**src/rtl/merge_sched_3x1_pkg.sv**
```systemverilog
// Shared types and helpers for the three-lane round-robin merge scheduler.
package merge_pkg;

    localparam int unsigned LANES = 3;

    typedef logic [1:0] lane_id_t;

    typedef enum logic {
        IDLE = 1'b0,
        SEND = 1'b1
    } merge_st_t;

    // First non-empty lane scanning ptr+1, ptr+2, ptr (mod LANES); returns ptr when none.
    function automatic lane_id_t rr_next(input lane_id_t ptr, input logic [LANES-1:0] mask);
        lane_id_t res;
        lane_id_t cand;
        res = ptr;
        for (int i = int'(LANES); i >= 1; i--) begin
            cand = lane_id_t'((int'(ptr) + i) % int'(LANES));
            if (mask[cand]) begin
                res = cand;
            end
        end
        return res;
    endfunction

endpackage

```
**src/rtl/merge_sched_3x1_lane_fifo.sv**
```systemverilog
// Per-lane FIFO: register storage, natural-wrap pointers, occupancy count and
// a freeze flag decoded directly from the registered count.
module merge_lane_fifo #(
    parameter int unsigned DW            = 8,
    parameter int unsigned DEPTH         = 4,
    parameter int unsigned FREEZE_MARGIN = 1
) (
    input  logic                     clk_i,
    input  logic                     reset,
    input  logic                     push,
    input  logic                     pop,
    input  logic [DW-1:0]            din,
    output logic [DW-1:0]            dout,
    output logic [$clog2(DEPTH):0]   cnt,
    output logic                     full,
    output logic                     empty,
    output logic                     freeze
);

    localparam int unsigned AW = $clog2(DEPTH);
    localparam int unsigned CW = AW + 1;

    logic [DW-1:0] r_mem [DEPTH];
    logic [AW-1:0] r_wr_ptr;
    logic [AW-1:0] r_rd_ptr;
    logic [CW-1:0] r_cnt;
    logic          w_push_ok;
    logic          w_pop_ok;

    // A full lane still takes a write when it is popped in the same cycle.
    assign w_pop_ok  = pop && !empty;
    assign w_push_ok = push && (!full || w_pop_ok);

    always_ff @(posedge clk_i) begin
        if (w_push_ok) begin
            r_mem[r_wr_ptr] <= din;
        end
    end

    always_ff @(posedge clk_i) begin
        if (reset) begin
            r_wr_ptr <= '0;
            r_rd_ptr <= '0;
            r_cnt    <= '0;
        end else begin
            if (w_push_ok) begin
                r_wr_ptr <= r_wr_ptr + AW'(1);
            end
            if (w_pop_ok) begin
                r_rd_ptr <= r_rd_ptr + AW'(1);
            end
            case ({w_push_ok, w_pop_ok})
                2'b10:   r_cnt <= r_cnt + CW'(1);
                2'b01:   r_cnt <= r_cnt - CW'(1);
                default: r_cnt <= r_cnt;
            endcase
        end
    end

    assign dout   = r_mem[r_rd_ptr];
    assign cnt    = r_cnt;
    assign full   = (r_cnt == CW'(DEPTH));
    assign empty  = (r_cnt == '0);
    assign freeze = ((CW'(DEPTH) - r_cnt) <= CW'(FREEZE_MARGIN));

endmodule

```
**src/rtl/merge_sched_3x1.sv**
```systemverilog
// Round-robin merge of three producer lanes into one valid/ready stream.
// Define MERGE_STATS_EN to add per-lane saturating pop counters on gnt_cnt.
module merge_sched_3x1
    import merge_pkg::*;
#(
    parameter int unsigned DW            = 8,
    parameter int unsigned DEPTH         = 4,
    parameter int unsigned FREEZE_MARGIN = 1
) (
    input  logic             clk_i,
    input  logic             reset,
    input  logic [2:0]       wen,
    input  logic [DW-1:0]    i_data0,
    input  logic [DW-1:0]    i_data1,
    input  logic [DW-1:0]    i_data2,
    output logic [2:0]       freeze_o,
    output logic [2:0]       ovf_o,
    input  logic             o_ready,
    output logic             valid,
    output logic [DW-1:0]    o_data,
    output lane_id_t         o_src
`ifdef MERGE_STATS_EN
    ,
    output logic [15:0]      gnt_cnt [LANES]
`endif
);

    localparam int unsigned CW = $clog2(DEPTH) + 1;

    merge_st_t          r_state;
    logic               r_valid;
    logic [DW-1:0]      r_data;
    lane_id_t           r_src;
    lane_id_t           r_rr_ptr;
    logic [LANES-1:0]   r_ovf;

    logic [DW-1:0]      w_din   [LANES];
    logic [DW-1:0]      w_dout  [LANES];
    logic [CW-1:0]      w_cnt   [LANES];
    logic [LANES-1:0]   w_full;
    logic [LANES-1:0]   w_empty;
    logic [LANES-1:0]   w_freeze;
    logic [LANES-1:0]   w_nonempty;
    logic [LANES-1:0]   w_pop;
    lane_id_t           w_gnt;
    logic               w_take;
    logic               w_do_pop;
    logic               w_unused_cnt;

    assign w_din[0] = i_data0;
    assign w_din[1] = i_data1;
    assign w_din[2] = i_data2;

    for (genvar k = 0; k < int'(LANES); k++) begin : g_lane
        merge_lane_fifo #(
            .DW            (DW),
            .DEPTH         (DEPTH),
            .FREEZE_MARGIN (FREEZE_MARGIN)
        ) u_fifo (
            .clk_i  (clk_i),
            .reset  (reset),
            .push   (wen[k]),
            .pop    (w_pop[k]),
            .din    (w_din[k]),
            .dout   (w_dout[k]),
            .cnt    (w_cnt[k]),
            .full   (w_full[k]),
            .empty  (w_empty[k]),
            .freeze (w_freeze[k])
        );
    end

    // Occupancy is consumed through the lane's decoded flags.
    assign w_unused_cnt = ^{w_cnt[0], w_cnt[1], w_cnt[2]};

    // Grant sees only registered occupancy, so same-cycle arrivals never bypass.
    assign w_nonempty = ~w_empty;
    assign w_gnt      = rr_next(r_rr_ptr, w_nonempty);
    assign w_take     = (r_state == IDLE) || o_ready;
    assign w_do_pop   = w_take && (|w_nonempty);
    assign w_pop      = w_do_pop ? (LANES'(1) << w_gnt) : '0;

    always_ff @(posedge clk_i) begin
        if (reset) begin
            r_state  <= IDLE;
            r_valid  <= 1'b0;
            r_data   <= '0;
            r_src    <= '0;
            r_rr_ptr <= lane_id_t'(2);
        end else begin
            case (r_state)
                IDLE: begin
                    if (w_do_pop) begin
                        r_state  <= SEND;
                        r_valid  <= 1'b1;
                        r_data   <= w_dout[w_gnt];
                        r_src    <= w_gnt;
                        r_rr_ptr <= w_gnt;
                    end
                end
                SEND: begin
                    if (o_ready) begin
                        if (w_do_pop) begin
                            r_data   <= w_dout[w_gnt];
                            r_src    <= w_gnt;
                            r_rr_ptr <= w_gnt;
                        end else begin
                            r_state <= IDLE;
                            r_valid <= 1'b0;
                        end
                    end
                end
                default: begin
                    r_state <= IDLE;
                    r_valid <= 1'b0;
                end
            endcase
        end
    end

    // A write is lost only when the lane is full and not drained this cycle.
    always_ff @(posedge clk_i) begin
        if (reset) begin
            r_ovf <= '0;
        end else begin
            r_ovf <= r_ovf | (wen & w_full & ~w_pop);
        end
    end

`ifdef MERGE_STATS_EN
    for (genvar k = 0; k < int'(LANES); k++) begin : g_stats
        always_ff @(posedge clk_i) begin
            if (reset) begin
                gnt_cnt[k] <= '0;
            end else if (w_pop[k] && (gnt_cnt[k] != 16'hFFFF)) begin
                gnt_cnt[k] <= gnt_cnt[k] + 16'd1;
            end
        end
    end
`endif

    assign valid    = r_valid;
    assign o_data   = r_data;
    assign o_src    = r_src;
    assign ovf_o    = r_ovf;
    assign freeze_o = w_freeze;

endmodule

```
**config.mk**
```make
export PLATFORM = sky130hd
export DESIGN_NAME = merge_sched_3x1
export DESIGN_NICKNAME = d
export VERILOG_FILES = /design/src/rtl/merge_sched_3x1_pkg.sv /design/src/rtl/merge_sched_3x1_lane_fifo.sv /design/src/rtl/merge_sched_3x1.sv
export SDC_FILE = /design/constraint.sdc
export NUM_CORES = 1
export LEC_CHECK = 0
export ABC_AREA = 1
export ABC_CLOCK_PERIOD_IN_PS = 3430
export BUFFER_PORTS_ARGS = -buffer_cell sky130_fd_sc_hd__buf_2
export CAP_MARGIN = 20
export CORE_ASPECT_RATIO = 2
export CORE_UTILIZATION = 60
export CTS_CLUSTER_SIZE = 14
export DETAILED_ROUTE_END_ITERATION = 10
export PLACE_DENSITY = 0.86
export SETUP_SLACK_MARGIN = 0.02
export SYNTH_ARGS = -nofsm -noshare
export SYNTH_HDL_FRONTEND = slang
export SYNTH_HIERARCHICAL = 1
export SYNTH_SLANG_ARGS = --single-unit
```
**constraint.sdc**
```tcl
create_clock -name clk_i -period 3.43 [get_ports clk_i]
set_input_delay 0.1715 -clock clk_i [delete_from_list [all_inputs] [get_ports clk_i]]
set_output_delay 0.1715 -clock clk_i [all_outputs]
set_load 0.01 [all_outputs]
```
==> impl_metrics.csv <==
group,metric,value,unit
logic_synthesis,synth_top_cell_by_area,"edfxtp_1",
floorplanning,ios,47,
sta,finalMaxSlewViolations,0,
logic_synthesis,avgSynthCellArea,10.1,um2
flow_run,maxCapViolCount,0,
sta,hold_viol,0,
global_route,antenna_found_initial,0,
finish,num_antenna_cells,0,
clocking,clockBufferDepth,2,
route,dr.pass1.iters,7,
logic_synthesis,synth_area,6320,um2
clocking,cts_sinks,139,
route,vias,4845,
route,final_antenna_net_count,0,
logic_synthesis,ys_ff_latch,139,
finish,fin_area,7550,um2
logic_synthesis,synth_ff_type,"edfxtp_1",
route,drc_errors,0,
clocking,cts.clk_slew.worst_paths,60,ps
setup_path,cp_max_fo,6,
route,wl_met3,689,um
pwr,power,6.71,mW
hold_path,hp-class,"input pin to flip-flop",
sta,fin_crit,3220,ps
floorplanning,core-area,10100,um2
logic_synthesis,synth_edf_count,96,
logic_synthesis,synth_area_leaders,"edfxtp_1, dfxtp_1, nor2_1",
setup_path,arrival,3530,ps
route,wirelength,14200,um
sta,finalCritPeriodShare,93.8,%
clocking,clock_latency,420,ps
outcome,status,"finished clean",
logic_synthesis,ys_warn_count,6,
logic_synthesis,async_flop_share,0,%
place,place_congestion,0.865,
floorplanning,die_w,74.6,um
global_route,overflow,0,
pwr,p_leak,3.22,nW
place,numPortBuffers,46,
setup_path,crit_type,"flip-flop to flip-flop",
sta,skew,5.50,ps
logic_synthesis,synth_common_cells,"nor2_1, edfxtp_1, inv_1, o21ai_0, nand2_1",
route,m1WireLength,4780,um
setup_path,crit_path_start,"g_lane[2].u_fifo/cnt[0]",
global_route,grtUsageTotal,28.5,%
logic_synthesis,synth_fp_nets,685,
floorplanning,start_util,62.3,%
place,dp.final_hpwl,9630,um
global_route,grt_pass1_wl,23100,um
finish,nets,779,
setup_path,endpoint_kind,"flip-flop",
logic_synthesis,seq_area_frac_synth,59.2,%
route,top_layer,"met4",
route,drt_iter0_markers,411,
clocking,cts_tree,"done",
pwr,ir_drop,534,uV
logic_synthesis,synth_top_area_share,45.6,%
sta,finalSetupViolations,0,
clocking,htreeDepth,4,
sta,maxSlewHeadroom,58.1,%
clocking,cts_buffers,17,
logic_synthesis,yosysUniqueCellTypes,28,
setup_path,r2r_start,"g_lane[2].u_fifo/cnt[0]",
finish,area_growth,19.5,%
setup_path,crit_required,3740,ps
sta,worstMarginPinSlew,627,ps
logic_synthesis,synth_cells,624,
place,place_area,6730,um2
floorplanning,dieArea,11000,um2
hold_path,hp-start,"wen[2]",
floorplanning,rows,52,
logic_synthesis,yosysMostFrequentCell,"nor2_1",
pwr,p_per_area,889,nW/um2
route,met2_length,8010,um
global_route,grt_max_degree,18,
route,routedWlPerCell,16.4,um
setup_path,crit_path_start_kind,"flip-flop",
clocking,cts-root-buf,"clkbuf_16",
route,vias_per_cell,5.59,
floorplanning,fp.dieH,147,um
global_route,grt_pass1_vias,5095,
finish,drive_above_1_share,17.9,%
sta,max_freq,311,MHz
[logic make-up after synthesis]
kind of cell | after synthesis | synth area share (%)
compound gates | 123 | 11.3
xor+xnor | 3 | 0.416
fa+ha+maj | 31 | 6.49
buf+inv | 111 | 7.62
flops | 139 | 59.2
simple gates | 217 | 15.0
[worst max-delay path, cell delays in order, from the launching register on]
cell,delay [ps]
dfxtp_1,370
inv_1,100
ha_1,240
ha_1,260
inv_1,130
nand3_1,120
nand2_1,100
nand3_1,70
a21oi_1,290
nand3_2,160
inv_1,110
inv_1,70
nor2_4,150
nand2_2,80
fa_1,400
inv_1,90
nand4_1,130
a21oi_1,180
nor2_1,70
[what timing repair did]
| item | 4_1_cts | 5_1_grt |
|---|---|---|
| endpoints found under the setup margin | 0 | 12 |
| endpoints found under the hold margin | 96 | 0 |
| buffers inserted | 0 | 2 |
| resized for setup | 0 | 3 |
| hold buffers | 24 | 0 |
[cell type report]
type	instances	area, um2
sequential	139	3740
fill	649	2590
multi-input combinational	374	2110
timing repair buffer	87	598
clock buffer	18	429
inverter	99	372
tap	135	169
clock inverter	14	135
[report_power, final]
| group | internal [mW] | switching [mW] |
|---|---|---|
| combinational | 0.915 | 1.77 |
| sequential | 2.08 | 0.218 |
| clock | 1.01 | 0.724 |
| total | 4.00 | 2.71 |
[routing by layer]
| metal | vias to the layer above | GRT usage (%) |
|---|---|---|
| met3 | 77 | 7.48 |
| met1 | 2281 | 26.3 |
| li1 | 2286 | - |
| met2 | 201 | 52.6 |
| met4 | 0 | 16.4 |
| met5 | - | 0 |
[per-stage QoR]
step / TNS [ps] / cells / setup WS [ps] / utilization [%] / hold WS (ps)
after floorplan: 0 / 624 / 697 / - / 253
after detailed placement: 0 / 808 / 123 / 66.3 / 390
final: 0 / 866 / 211 / 74.4 / 68.2
after CTS: 0 / 864 / 91.3 / 74.2 / 56.2
after global routing: -18.2 / 866 / -18.2 / 74.4 / 75.8
after global placement: 0 / 808 / 383 / 66.3 / 383
[placed cells by master (no fill, tap or decap), types with 3 or more instances in the layout]
cell type / count
a21oi_2: 3
xor2_1: 3
nand4_1: 6
buf_2: 46
inv_6: 5
dlygate4sd3_1: 24
clkbuf_16: 17
ha_1: 27
o21ai_0: 59
nor2_4: 3
nor2_1: 108
nand2_2: 3
o21a_1: 3
o22ai_1: 24
nor2_2: 5
nand3b_1: 5
inv_1: 92
inv_2: 7
dfxtp_1: 43
buf_4: 17
edfxtp_1: 96
fa_1: 3
nand2_1: 52
clkinv_4: 3
nand3_1: 31
o21ai_2: 12
a21oi_1: 21
[state kept, by name (all words and copies together) (netlist names), named ones only]
| signal | flops |
|---|---|
| g_lane.u_fifo/r_mem | 96 |
| g_lane.u_fifo/cnt | 9 |
| o_data | 8 |
| g_lane.u_fifo/r_rd_ptr | 6 |
| g_lane.u_fifo/r_wr_ptr | 6 |
| ovf_o | 3 |
| r_rr_ptr | 2 |
| o_src | 1 |
| r_state | 1 |
| valid | 1 |
[final timing paths]
check / endpoint / depth (start not counted) / slack [ps]
setup / recovery: g_lane[2].u_fifo/cnt[2] / 18 / 210
hold / removal: ovf_o[2] / 3 / 70
setup reg to reg: g_lane[2].u_fifo/cnt[2] / 18 / 210
hold reg to reg: ovf_o[2] / 2 / 450
(Power assumes the default switching activity.)
